**src/rtl/grid8_valve_pkg.sv**
```systemverilog
// Shared types, constants and the mux-line encoder for the grid8 valve sequencer.
package grid8_valve_pkg;

  typedef enum logic [1:0] {
    OP_CLOSE = 2'b00,
    OP_FLOW  = 2'b01,
    OP_SHIFT = 2'b10,
    OP_SWEEP = 2'b11
  } op_t;

  typedef enum logic [1:0] {
    ST_IDLE   = 2'b00,
    ST_SETTLE = 2'b01,
    ST_HOLD   = 2'b10,
    ST_FINISH = 2'b11
  } state_t;

  // A 1 pressurises a line, which closes the valve.
  localparam logic [5:0] C_CLOSED = 6'h3F;
  localparam logic [7:0] L_CLOSED = 8'hFF;

  // Each select bit drives a complementary pair of air lines, so exactly one
  // mux path is left open for any channel.
  function automatic logic [5:0] mux_pattern(input logic [2:0] chan);
    return {~chan[2], chan[2], ~chan[1], chan[1], ~chan[0], chan[0]};
  endfunction

endpackage

```
**src/rtl/grid8_dwell_counter.sv**
```systemverilog
// Loadable down-counter that parks at zero; used for the settle and dwell timers.
module grid8_dwell_counter #(
  parameter int W = 16
) (
  input  logic         clk,
  input  logic         rst,
  input  logic         load,
  input  logic [W-1:0] load_value,
  output logic         zero
);

  logic [W-1:0] count_reg;

  // Load wins; otherwise count down and stop at zero so the counter never wraps.
  always_ff @(posedge clk or posedge rst) begin
    if (rst) begin
      count_reg <= '0;
    end else if (load) begin
      count_reg <= load_value;
    end else if (count_reg != '0) begin
      count_reg <= count_reg - 1'b1;
    end
  end

  assign zero = (count_reg == '0);

endmodule

```
**src/rtl/grid8_valve_sequencer.sv**
```systemverilog
// Command-driven, break-before-make valve sequencer for the 8-input cell-trap grid.
module grid8_valve_sequencer
  import grid8_valve_pkg::*;
#(
  parameter int SETTLE_CYCLES = 4,
  parameter int DWELL_W       = 16
) (
  input  logic               clk,
  input  logic               rst,
  input  logic               cmd_valid,
  output logic               cmd_ready,
  input  logic [1:0]         cmd_op,
  input  logic [2:0]         cmd_chan,
  input  logic [2:0]         cmd_stage,
  input  logic [DWELL_W-1:0] cmd_dwell,
  input  logic               abort,
  output logic [5:0]         c,
  output logic [7:0]         d,
  output logic [7:0]         e,
  output logic               busy,
  output logic               done,
  output logic               aborted
);

  // Settle counter holds S-1 so the closed phase lasts exactly S cycles.
  localparam logic [7:0] SETTLE_M1 = 8'(SETTLE_CYCLES - 1);

  state_t               state_reg, state_next;
  op_t                  op_reg;
  logic [2:0]           chan_reg;
  logic [2:0]           stage_reg;
  logic [DWELL_W-1:0]   dwell_m1_reg;
  logic [DWELL_W-1:0]   dwell_m1_in;
  logic [2:0]           k_reg, k_next;
  logic                 accept;
  logic                 settle_load, dwell_load;
  logic                 settle_zero, dwell_zero;
  logic [7:0]           stage_hot, k_hot;
  logic [5:0]           c_reg, c_next;
  logic [7:0]           d_reg, d_next;
  logic [7:0]           e_reg, e_next;
  logic                 done_reg, done_next;
  logic                 aborted_reg, aborted_next;

  assign cmd_ready   = (state_reg == ST_IDLE) && !abort;
  assign accept      = cmd_valid && cmd_ready;
  // A dwell of 0 behaves as 1, which is a reload value of 0 either way.
  assign dwell_m1_in = (cmd_dwell == '0) ? '0 : cmd_dwell - 1'b1;

  // One-hot lane selects for the latched stage and the upcoming sweep index.
  for (genvar gi = 0; gi < 8; gi++) begin : g_lane
    assign stage_hot[gi] = (stage_reg == 3'(gi));
    assign k_hot[gi]     = (k_next == 3'(gi));
  end

  grid8_dwell_counter #(.W(8)) u_settle (
    .clk        (clk),
    .rst        (rst),
    .load       (settle_load),
    .load_value (SETTLE_M1),
    .zero       (settle_zero)
  );

  grid8_dwell_counter #(.W(DWELL_W)) u_dwell (
    .clk        (clk),
    .rst        (rst),
    .load       (dwell_load),
    .load_value (dwell_m1_reg),
    .zero       (dwell_zero)
  );

  // State and sweep index registers.
  always_ff @(posedge clk or posedge rst) begin
    if (rst) begin
      state_reg <= ST_IDLE;
      k_reg     <= '0;
    end else begin
      state_reg <= state_next;
      k_reg     <= k_next;
    end
  end

  // Command latch; only written on acceptance so busy-time field changes are ignored.
  always_ff @(posedge clk or posedge rst) begin
    if (rst) begin
      op_reg       <= OP_CLOSE;
      chan_reg     <= '0;
      stage_reg    <= '0;
      dwell_m1_reg <= '0;
    end else if (accept) begin
      op_reg       <= op_t'(cmd_op);
      chan_reg     <= cmd_chan;
      stage_reg    <= cmd_stage;
      dwell_m1_reg <= dwell_m1_in;
    end
  end

  // Next-state logic, timer loads and abort handling.
  always_comb begin
    state_next   = state_reg;
    k_next       = k_reg;
    settle_load  = 1'b0;
    dwell_load   = 1'b0;
    aborted_next = 1'b0;
    case (state_reg)
      ST_IDLE: begin
        if (accept) begin
          state_next  = ST_SETTLE;
          k_next      = '0;
          settle_load = 1'b1;
        end
      end
      ST_SETTLE: begin
        if (abort) begin
          state_next   = ST_IDLE;
          aborted_next = 1'b1;
        end else if (settle_zero) begin
          state_next = ST_HOLD;
          dwell_load = 1'b1;
        end
      end
      ST_HOLD: begin
        if (abort) begin
          state_next   = ST_IDLE;
          aborted_next = 1'b1;
        end else if (dwell_zero) begin
          if (op_reg == OP_SWEEP && k_reg != 3'd7) begin
            state_next  = ST_SETTLE;
            k_next      = k_reg + 3'd1;
            settle_load = 1'b1;
          end else begin
            state_next = ST_FINISH;
          end
        end
      end
      ST_FINISH: begin
        state_next = ST_IDLE;
        if (abort) begin
          aborted_next = 1'b1;
        end
      end
      default: state_next = ST_IDLE;
    endcase
  end

  // Line pattern for the upcoming cycle: closed everywhere except in HOLD.
  always_comb begin
    c_next    = C_CLOSED;
    d_next    = L_CLOSED;
    e_next    = L_CLOSED;
    done_next = (state_next == ST_FINISH);
    if (state_next == ST_HOLD) begin
      case (op_reg)
        OP_FLOW: begin
          c_next = mux_pattern(chan_reg);
          d_next = 8'h00;
        end
        OP_SHIFT: begin
          c_next = mux_pattern(chan_reg);
          d_next = ~stage_hot;
          e_next = ~stage_hot;
        end
        OP_SWEEP: begin
          c_next = mux_pattern(chan_reg);
          e_next = ~k_hot;
        end
        default: begin
          c_next = C_CLOSED;
        end
      endcase
    end
  end

  // Registered outputs; reset forces every line closed immediately.
  always_ff @(posedge clk or posedge rst) begin
    if (rst) begin
      c_reg       <= C_CLOSED;
      d_reg       <= L_CLOSED;
      e_reg       <= L_CLOSED;
      done_reg    <= 1'b0;
      aborted_reg <= 1'b0;
    end else begin
      c_reg       <= c_next;
      d_reg       <= d_next;
      e_reg       <= e_next;
      done_reg    <= done_next;
      aborted_reg <= aborted_next;
    end
  end

  assign c       = c_reg;
  assign d       = d_reg;
  assign e       = e_reg;
  assign done    = done_reg;
  assign aborted = aborted_reg;
  assign busy    = (state_reg != ST_IDLE);

endmodule

```
**config.mk**
```make
export PLATFORM = sky130hd
export DESIGN_NAME = grid8_valve_sequencer
export DESIGN_NICKNAME = d
export VERILOG_FILES = /design/src/rtl/grid8_valve_pkg.sv /design/src/rtl/grid8_dwell_counter.sv /design/src/rtl/grid8_valve_sequencer.sv
export SDC_FILE = /design/constraint.sdc
export NUM_CORES = 1
export LEC_CHECK = 0
export BUFFER_PORTS_ARGS = -buffer_cell sky130_fd_sc_hd__buf_4
export CORE_MARGIN = 10
export CORE_UTILIZATION = 52
export DETAILED_ROUTE_END_ITERATION = 10
export HOLD_SLACK_MARGIN = 0.12
export PLACE_DENSITY = 0.76
export REMOVE_ABC_BUFFERS = 1
export SETUP_SLACK_MARGIN = 0.3
export SYNTH_ARGS = -nofsm -noshare
export SYNTH_HDL_FRONTEND = slang
export SYNTH_HIERARCHICAL = 1
export SYNTH_SLANG_ARGS = --single-unit
```
**constraint.sdc**
```tcl
create_clock -name clk -period 2.3 [get_ports clk]
set_input_delay 0.23 -clock clk [delete_from_list [all_inputs] [get_ports clk]]
set_output_delay 0.23 -clock clk [all_outputs]
set_load 0.01 [all_outputs]
```
==> out/results.ini, run 1 <==
[floorplanning]
fp.dieH_um=109
start_util=0.531
io_pins=54
row_count=32
fp.coreArea_sq_um=7690
die_x_um=109
die-area_sq_um=11800

[synth]
synth_cell_types=67
synthCells=424
yosysSeqAreaShare=0.479
synth_ff_type=dfrtp_1
synth_edf_count=0
yosys_warnings=6
ys_async_sr_fraction=1.00
synth_area_per_cell_sq_um=9.62
synth-seq-cells=77
syn_area_sq_um=4080

[timing]
layout_setup_ws_ps=72.0
layout_worst_path_cycle_share=0.969
worst_pin_slew_ps=663
drv_slew=0
hold_slack_ps=190
max_slew_margin=0.557
skew_ps=13.9
fin_setup_tns_ps=0
min_period_ps=2230
hold_viol=0
setup_viol=0
rsz0062_at_grt=yes
fmax_ghz=0.449

[clocking]
cts_tree=done
clk_latency_ps=350
cts_num_sinks=77
h-tree-depth=3
clk_pin_slew_worst_paths_ps=90
cts_buffers=9
cts-root-buf=clkbuf_8
cts_buffer_depth=2

[layout]
diodes=0
final_cell_mix=92 x buf_4, 71 x nand2_1, 54 x dfrtp_1
area_delta_synth_final_pct=33.5
nNetsFinal=573
final_core_util=0.709
final_common_cell=buf_4
n_fill_cell=548
layout-drive-gt1-share=0.365
final_area_sq_um=5450

[power_and_ir_drop]
p_switching_uw=1620
intPower_uw=2910
switching_share=0.358
p_comb_frac=0.350
p_seq_frac=0.430
ir_drop_mv=0.503
p_per_area_nw_per_um2=830
power_leakage_uw=0.00231
clock_power_share=0.220

[worst_setup_path]
ff2ff_path_depth=10
cp.arrival_ps=2460
required_ps=2530
path_max_fanout=6
end_kind=flip-flop
crit_type=flip-flop to flip-flop
cp-start-kind=flip-flop

[min_path]
worstHoldPathType=input pin to flip-flop
whs_path_depth=2

[drt]
routedWlPerCell_um=16.5
routed-via-count=3536
drt_iter0_markers=207
drc=0
ant_nets=0
routed_wl_um=10700
drtPass1Iterations=4
via_per_inst=5.49

[place]
numPortBuffers=53
hpwl_um=6920
place_congestion=0.874
place_area_sq_um=4720
dp_slack_ps=-60.8

[run_status]
run_status=finished clean

[global_route]
grt_usage=0.180
grt_overflow=0
grt_pass1_wl_um=17100
grt_antenna_before_repair=0
first_global_vias=3558
grt_max_degree=54

[flow_run]
maxCapViolCount=0

## worst paths after layout
| kind | start | end | slack [ps] |
|---|---|---|---|
| min | abort | aborted | 190 |
| max reg2reg | u_settle/count_reg[1] | u_dwell/count_reg[10] | 70 |
| min in group asynchronous | rst | u_settle/count_reg[3] | 400 |
| max | u_settle/count_reg[1] | u_dwell/count_reg[10] | 70 |
| max in group asynchronous | rst | dwell_m1_reg[7] | 1230 |
| min reg2reg | chan_reg[2] | c[5] | 430 |
## layer usage
metal  vias up  GRT usage  wire length, um
met2        75      0.306             5540
li1       1714          -                -
met3        14     0.0422              395
met4         0     0.0508              162
met1      1733      0.222             4550
met5         -          0                0
## through the flow
stage,power [uW],cells
finish,4520,644
detailed placement,3120,589
global route,4780,644
floorplan,2740,415
global placement,3060,589
CTS,4330,636
## layout make-up
class	instances	area, sq um	area share
clock inverters	5	43.8	0.00804
flip-flops and latches	77	1960	0.359
multi-input cells	319	2160	0.397
well taps	102	128	0.0234
clock buffers	11	151	0.0278
inverters	19	76.3	0.0140
repair buffers	111	928	0.170
## logic make-up after synthesis
kind of cell,synth area share
flip-flops,0.479
buffers and inverters,0.0325
XOR/XNOR,0.0451
AND/OR/NAND/NOR,0.255
other,0.00184
adder cells (fa/ha/maj),0.0245
AO/OA/AOI/OAI,0.144
multiplexers,0.0175
## repair_timing
| action | 4_1_cts | 5_1_grt |
|---|---|---|
| resized for setup | 32 | 24 |
| hold buffers | 12 | 0 |
| setup buffers | 17 | 7 |
| pin swaps | 13 | 6 |
| endpoints found under the hold margin | 65 | 0 |
| cloned | 2 | 1 |
| endpoints found under the setup margin | 48 | 56 |
## power by group through the flow
stage               registers, uW  clock network [uW]  logic [uW]
floorplan                    1890                   0         843
global placement             1930                   0        1130
detailed placement           1950                   0        1170
CTS                          1930                1010        1400
global route                 1980                1070        1730
finish                       1940                 997        1580
## cells in the mapped netlist, types with 4 or more instances
cell	n	area [sq um]
nand3b_1	4	30.0
nor2_1	31	116
and3_1	4	25.0
o31ai_1	8	60.1
ha_1	8	100
o21ai_1	4	20.0
xnor2_1	17	149
dfstp_2	22	578
and2_1	4	25.0
o311ai_0	5	43.8
nand3_1	10	50.1
a21oi_1	12	60.1
xor2_1	4	35.0
mux2i_1	6	60.1
dfrtp_1	55	1380
nand2_1	77	289
nor3_1	11	55.1
buf_2	4	20.0
inv_1	19	71.3
nand4_1	4	25.0
a211oi_1	6	45.0
clkbuf_1	10	37.5
o211ai_1	5	37.5
or3_1	4	25.0
nand2b_1	5	31.3
o21ai_0	21	105
## worst max-delay path, stage by stage, from the launching register on
cell and delay (ps):
dfrtp_1 390, inv_2 90, ha_4 140, or4b_4 480
nor2_4 120, buf_4 120, buf_4 110, and3_4 280
buf_12 150, a21oi_1 50, a21o_1 180
Note: power is estimated with default switching activity, not from simulation.
==> run 2: changes to the inputs <==
--- a/config.mk
+++ b/config.mk
@@ -6,7 +6,7 @@
 export NUM_CORES = 1
 export LEC_CHECK = 0
 export BUFFER_PORTS_ARGS = -buffer_cell sky130_fd_sc_hd__buf_4
-export CORE_MARGIN = 10
+export CORE_MARGIN = 2
 export CORE_UTILIZATION = 52
 export DETAILED_ROUTE_END_ITERATION = 10
 export HOLD_SLACK_MARGIN = 0.12
==> out/results.ini, run 2 (synthesized netlist as in run 1, its figures left out) <==
[run_status]
run_status=finished clean  ; unchanged

[worst_setup_path]
end_kind=flip-flop  ; unchanged
r2r-start=u_settle/count_reg[0]  ; was u_settle/count_reg[1]
path_max_fanout=8  ; was 6
crit_path_frequent_cell=nor2_4  ; was buf_4
crit_buf_inv=1  ; was 4
ff2ff_path_depth=8  ; was 10
crit_family=simple AND/OR/NAND/NOR gates  ; unchanged
r2r-end=e[3]  ; was u_dwell/count_reg[10]
reg2reg_slack_ps=100  ; was 70 ps
required_ps=2570  ; was 2530 ps
cp-start-kind=flip-flop  ; unchanged
cp.arrival_ps=2460  ; about the same
cpPeakStageDelay_ps=480  ; about the same
endpoint=e[3]  ; was u_dwell/count_reg[10]
crit_type=flip-flop to flip-flop  ; unchanged
critical_path_depth=8  ; was 10
path_cells=inv_2 > ha_4 > or4b_4 > nor2_4 > mux2i_2 > a211o_4 > nor2_4 > o211ai_1  ; was inv_2 > ha_4 > or4b_4 > nor2_4 > buf_4 > buf_4 > and3_4 > buf_12 > a21oi_1 > a21o_1
cp-startpoint=u_settle/count_reg[0]  ; was u_settle/count_reg[1]
crit_slowest_cell=or4b_4  ; unchanged

[timing]
worst_pin_slew_ps=770  ; was 663 ps
rsz0062_at_grt=yes  ; unchanged
layout_worst_path_cycle_share=0.955  ; was 0.969
skew_ps=18.6  ; was 13.9 ps
min_period_ps=2200  ; was 2230 ps
fmax_ghz=0.455  ; was 0.449 GHz
setup_viol=0  ; unchanged
layout_setup_ws_ps=104  ; was 72.0 ps
hold_viol=0  ; unchanged
max_slew_margin=0.486  ; was 0.557
drv_slew=0  ; unchanged

[place]
numPortBuffers=53  ; unchanged
hpwl_um=6650  ; was 6920 um
dp_slack_ps=1.52  ; was -60.8 ps
place_congestion=0.894  ; was 0.874

[power_and_ir_drop]
power_leakage_uw=0.00226  ; was 0.00231 uW
finalPower_uw=4570  ; was 4520 uW
p_per_area_nw_per_um2=845  ; was 830 nW/um^2
ir_drop_mv=0.375  ; was 0.503 mV

[layout]
final_cell_mix=84 x buf_4, 76 x nand2_1, 54 x dfrtp_1  ; was 92 x buf_4, 71 x nand2_1, 54 x dfrtp_1
diodes=0  ; unchanged
area_delta_synth_final_pct=32.5  ; was 33.5%
nNetsFinal=564  ; was 573
layout-drive-gt1-share=0.341  ; was 0.365
final_common_cell=buf_4  ; unchanged

[clocking]
cts_tree=done  ; unchanged
clk_pin_slew_worst_paths_ps=80  ; was 90 ps
cts_buffer_depth=2  ; unchanged
cts-root-buf=clkbuf_8  ; unchanged
cts_num_sinks=77  ; unchanged
cts_buffers=9  ; unchanged
clk_latency_ps=370  ; was 350 ps
h-tree-depth=3  ; unchanged

[global_route]
grt_overflow=0  ; unchanged
grt_antenna_before_repair=0  ; unchanged
first_global_vias=3502  ; was 3558
grt_usage=0.249  ; was 0.180
grt_max_degree=38  ; was 54
grt_pass1_wl_um=16900  ; was 17100 um

[drt]
routed-via-count=3600  ; was 3536
drtPass1Iterations=5  ; was 4
via_per_inst=5.67  ; was 5.49
routedWlPerCell_um=16.4  ; was 16.5 um
drt_iter0_markers=219  ; was 207
drc=0  ; unchanged
ant_nets=0  ; unchanged
routed_wl_um=10400  ; was 10700 um

[floorplanning]
row_count=32  ; unchanged
io_pins=54  ; unchanged
die_x_um=92.6  ; was 109 um
start_util=0.534  ; was 0.531
fp.coreArea_sq_um=7650  ; was 7690 sq um
die-area_sq_um=8570  ; was 11800 sq um
fp.dieH_um=92.6  ; was 109 um

[min_path]
worstHoldStart=cmd_dwell[8]  ; was abort
worstHoldPathType=input pin to flip-flop  ; unchanged

[flow_run]
maxCapViolCount=0  ; unchanged

run 2: cell count changes in the layout (fill, tap and decap cells not counted), moves of 2 or more:
cell	previous run	this run
buf_4	92	84
a21oi_1	8	11
mux2i_1	6	4
clkbuf_8	11	9
nand2_1	71	76
and2_4	2	0
nand2_2	6	1
bufinv_16	0	2
mux2i_2	0	2
clkinv_4	4	0
a21oi_2	4	1
clkinvlp_4	0	2
run 2: metal layers:
metal,up-vias,share of wire,track usage
li1,1702,-,-
met5,-,0,0
met2,117,0.49,0.398
met4,0,0.028,0.0920
met1,1751,0.44,0.336
met3,30,0.047,0.0513
run 2: cell type report:
cell class,count,area [sq um]
sequential,77,1960
fill,533,2240
clock inverter,6,92.6
multi-input combinational,319,2160
timing repair buffer,102,865
inverter,19,76.3
tap,102,128
clock buffer,10,128
run 2: worst min-delay path by stage:
stage | cells past startpoint | to | slack, ps
2_1_floorplan | 1 | u_settle/count_reg[0] | 50
3_3_place_gp | 2 | u_settle/count_reg[5] | 220
3_5_place_dp | 2 | u_settle/count_reg[5] | 240
4_1_cts | 2 | aborted | 180
5_1_grt | 3 | dwell_m1_reg[8] | 190
6_report | 3 | dwell_m1_reg[8] | 180
run 2: power breakdown:
group	switching, uW	internal [uW]
clock network	521	619
registers	314	1630
logic	753	728
run 2: what timing repair did:
item | in CTS | in global routing
pin swaps | 8 | 9
hold buffers | 12 | 0
gates cloned | 2 | 0
setup buffers | 10 | 4
endpoints found under the setup margin | 46 | 55
endpoints found under the hold margin | 54 | 0
gates resized for setup | 31 | 16
run 2: worst min-delay path, stage by stage:
cell and delay, ps:
buf_4 100, xnor2_1 110, a211oi_1 60
run 2: per-stage QoR:
stage	util	instance area [sq um]	setup TNS, ps	hold slack [ps]	cells
global route	0.707	5410	0	191	635
finish	0.707	5410	0	185	635
floorplan	-	4040	-2760	45.7	415
global placement	0.619	4740	0	221	591
detailed placement	0.619	4740	0	239	591
CTS	0.694	5310	0	179	631
==> run 3: changes to the inputs <==
--- a/config.mk
+++ b/config.mk
@@ -5,9 +5,11 @@
 export SDC_FILE = /design/constraint.sdc
 export NUM_CORES = 1
 export LEC_CHECK = 0
+export ABC_AREA = 0
 export BUFFER_PORTS_ARGS = -buffer_cell sky130_fd_sc_hd__buf_4
 export CORE_MARGIN = 2
 export CORE_UTILIZATION = 52
+export CTS_CLUSTER_SIZE = 30
 export DETAILED_ROUTE_END_ITERATION = 10
 export HOLD_SLACK_MARGIN = 0.12
 export PLACE_DENSITY = 0.76
==> constraint.sdc (replaced) <==
create_clock -name clk -period 2.3 [get_ports clk]
set_input_delay 0.46 -clock clk [delete_from_list [all_inputs] [get_ports clk]]
set_output_delay 0.46 -clock clk [all_outputs]
set_load 0.01 [all_outputs]
==> out/results.ini, run 3 (synthesized netlist as in run 1, its figures left out) <==
[run_status]
run_status=finished clean  ; unchanged

[floorplanning]
io_pins=54  ; unchanged
die-area_sq_um=8570  ; unchanged
fp.dieH_um=92.6  ; unchanged
row_count=32  ; unchanged
die_x_um=92.6  ; unchanged
start_util=0.534  ; unchanged
fp.coreArea_sq_um=7650  ; unchanged

[worst_setup_path]
cp.arrival_ps=2450  ; was 2460 ps
crit_slowest_cell=or4b_4  ; unchanged
cp-start-kind=flip-flop  ; unchanged
required_ps=2530  ; was 2570 ps
ff2ff_path_depth=10  ; was 8
crit_type=flip-flop to flip-flop  ; unchanged
cpPeakStageDelay_ps=480  ; about the same
path_max_fanout=11  ; was 8
crit_path_frequent_cell=buf_4  ; was nor2_4
end_kind=flip-flop  ; unchanged
path_cells=inv_2 > ha_4 > or4b_4 > nor2_4 > buf_4 > buf_6 > and3_4 > buf_4 > clkbuf_16 > o31ai_1  ; was inv_2 > ha_4 > or4b_4 > nor2_4 > mux2i_2 > a211o_4 > nor2_4 > o211ai_1

[timing]
max_slew_margin=0.581  ; was 0.486
rsz0062_at_grt=yes  ; unchanged
worst_pin_slew_ps=628  ; was 770 ps
fmax_ghz=0.451  ; was 0.455 GHz
hold_viol=0  ; unchanged
skew_ps=16.7  ; was 18.6 ps
drv_slew=0  ; unchanged
min_period_ps=2220  ; was 2200 ps
layout_worst_path_cycle_share=0.965  ; was 0.955
setup_viol=0  ; unchanged

[power_and_ir_drop]
switching_share=0.354  ; was 0.348
p_seq_frac=0.434  ; was 0.427
p_switching_uw=1590  ; about the same
clock_power_share=0.223  ; was 0.249
ir_drop_mv=0.507  ; was 0.375 mV
p_comb_frac=0.343  ; was 0.324
power_leakage_uw=0.00228  ; was 0.00226 uW
intPower_uw=2910  ; was 2980 uW
p_per_area_nw_per_um2=832  ; was 845 nW/um^2

[place]
hpwl_um=6740  ; was 6650 um
numPortBuffers=53  ; unchanged
place_area_sq_um=4750  ; was 4740 sq um
place_congestion=0.917  ; was 0.894

[layout]
area_delta_synth_final_pct=32.6  ; was 32.5%
n_fill_cell=544  ; was 533
final_common_cell=buf_4  ; unchanged
seq_area_sq_um=1960  ; about the same
diodes=0  ; unchanged
final_cell_mix=91 x buf_4, 74 x nand2_1, 53 x dfrtp_1  ; was 84 x buf_4, 76 x nand2_1, 54 x dfrtp_1
multiInputGateArea_sq_um=2240  ; was 2160 sq um
final_area_sq_um=5410  ; about the same
layout-drive-gt1-share=0.372  ; was 0.341
final_core_util=0.707  ; about the same
nNetsFinal=563  ; was 564

[drt]
drt_iter0_markers=297  ; was 219
drc=0  ; unchanged
routed_wl_um=10200  ; was 10400 um
routed-via-count=3590  ; was 3600
routedWlPerCell_um=16.1  ; was 16.4 um
drtPass1Iterations=5  ; unchanged
ant_nets=0  ; unchanged
via_per_inst=5.66  ; was 5.67

[global_route]
grt_overflow=0  ; unchanged
grt_antenna_before_repair=0  ; unchanged
grt_max_degree=28  ; was 38
grt_usage=0.239  ; was 0.249
grt_pass1_wl_um=16100  ; was 16900 um
first_global_vias=3357  ; was 3502

[clocking]
cts_buffers=9  ; unchanged
cts_num_sinks=77  ; unchanged
cts-root-buf=clkbuf_8  ; unchanged
cts_buffer_depth=2  ; unchanged
h-tree-depth=3  ; unchanged
cts_tree=done  ; unchanged
clk_latency_ps=350  ; was 370 ps
clk_pin_slew_worst_paths_ps=80  ; about the same

[min_path]
whs_path_depth=3  ; unchanged
worstHoldPathType=input pin to flip-flop  ; unchanged

[flow_run]
maxCapViolCount=0  ; unchanged

[run 3: cell count changes in the layout (fill, tap and decap cells not counted), sizes merged]
cell,previous run,this run
bufinv,2,1
bufbuf,1,0
buf,89,98
clkinvlp,2,1
clkinv,0,1
dlygate4sd3,12,1
inv,21,22
clkbuf,10,12
[run 3: stage by stage]
step | power [uW] | setup slack [ps] | instances | hold slack [ps] | TNS (ps)
after floorplan | 2740 | -330 | 415 | 276 | -2760
after CTS | 4320 | 173 | 621 | 285 | 0
after global routing | 4770 | 9.19 | 634 | 294 | 0
after global placement | 3080 | 44.6 | 593 | 411 | 0
final | 4500 | 81.1 | 634 | 295 | 0
after detailed placement | 3140 | -35.7 | 593 | 421 | -187
[run 3: cell type report]
class | instances | area share
timing repair buffer | 100 | 0.150
sequential | 77 | 0.362
clock buffer | 11 | 0.0243
timing repair inverter | 1 | 0.00139
inverter | 19 | 0.0150
multi-input combinational | 319 | 0.414
clock inverter | 5 | 0.0104
tap | 102 | 0.0236
[run 3: worst paths after layout]
| path | slack, ps | from | endpoint |
|---|---|---|---|
| max | 80 | u_settle/count_reg[1] | u_dwell/count_reg[4] |
| min | 300 | cmd_chan[0] | chan_reg[0] |
| max reg2reg | 80 | u_settle/count_reg[1] | u_dwell/count_reg[4] |
| min reg2reg | 420 | chan_reg[0] | c[1] |
| max in group asynchronous | 910 | rst | e[3] |
| min in group asynchronous | 650 | rst | u_settle/count_reg[4] |
[run 3: power groups by stage]
stage	sequential, uW	clock (uW)	combinational (uW)
floorplan	1890	0	843
global placement	1930	0	1150
detailed placement	1950	0	1190
CTS	1930	1030	1360
global route	1990	1080	1700
finish	1950	1000	1550
[run 3: timing repair]
action / CTS / global route
cloned: 1 / 1
hold buffers: 1 / 0
endpoints found under the hold margin: 8 / 0
pin swaps: 12 / 8
resized for setup: 31 / 33
setup buffers: 10 / 12
setup endpoints to repair: 45 / 50
[run 3: critical path: cells and delay by family (launching register included)]
family / cells / cell delay [ps]
adders and majority gates: 1 / 130
AOI/OAI and AO/OA: 1 / 80
and+or+nand+nor: 3 / 870
DFF: 1 / 400
buffers and inverters: 5 / 620
[run 3: layer usage]
| layer | global-route usage | part of all wire |
|---|---|---|
| met2 | 0.381 | 0.48 |
| met4 | 0.0734 | 0.021 |
| met5 | 0 | 0 |
| met3 | 0.0448 | 0.059 |
| met1 | 0.332 | 0.44 |
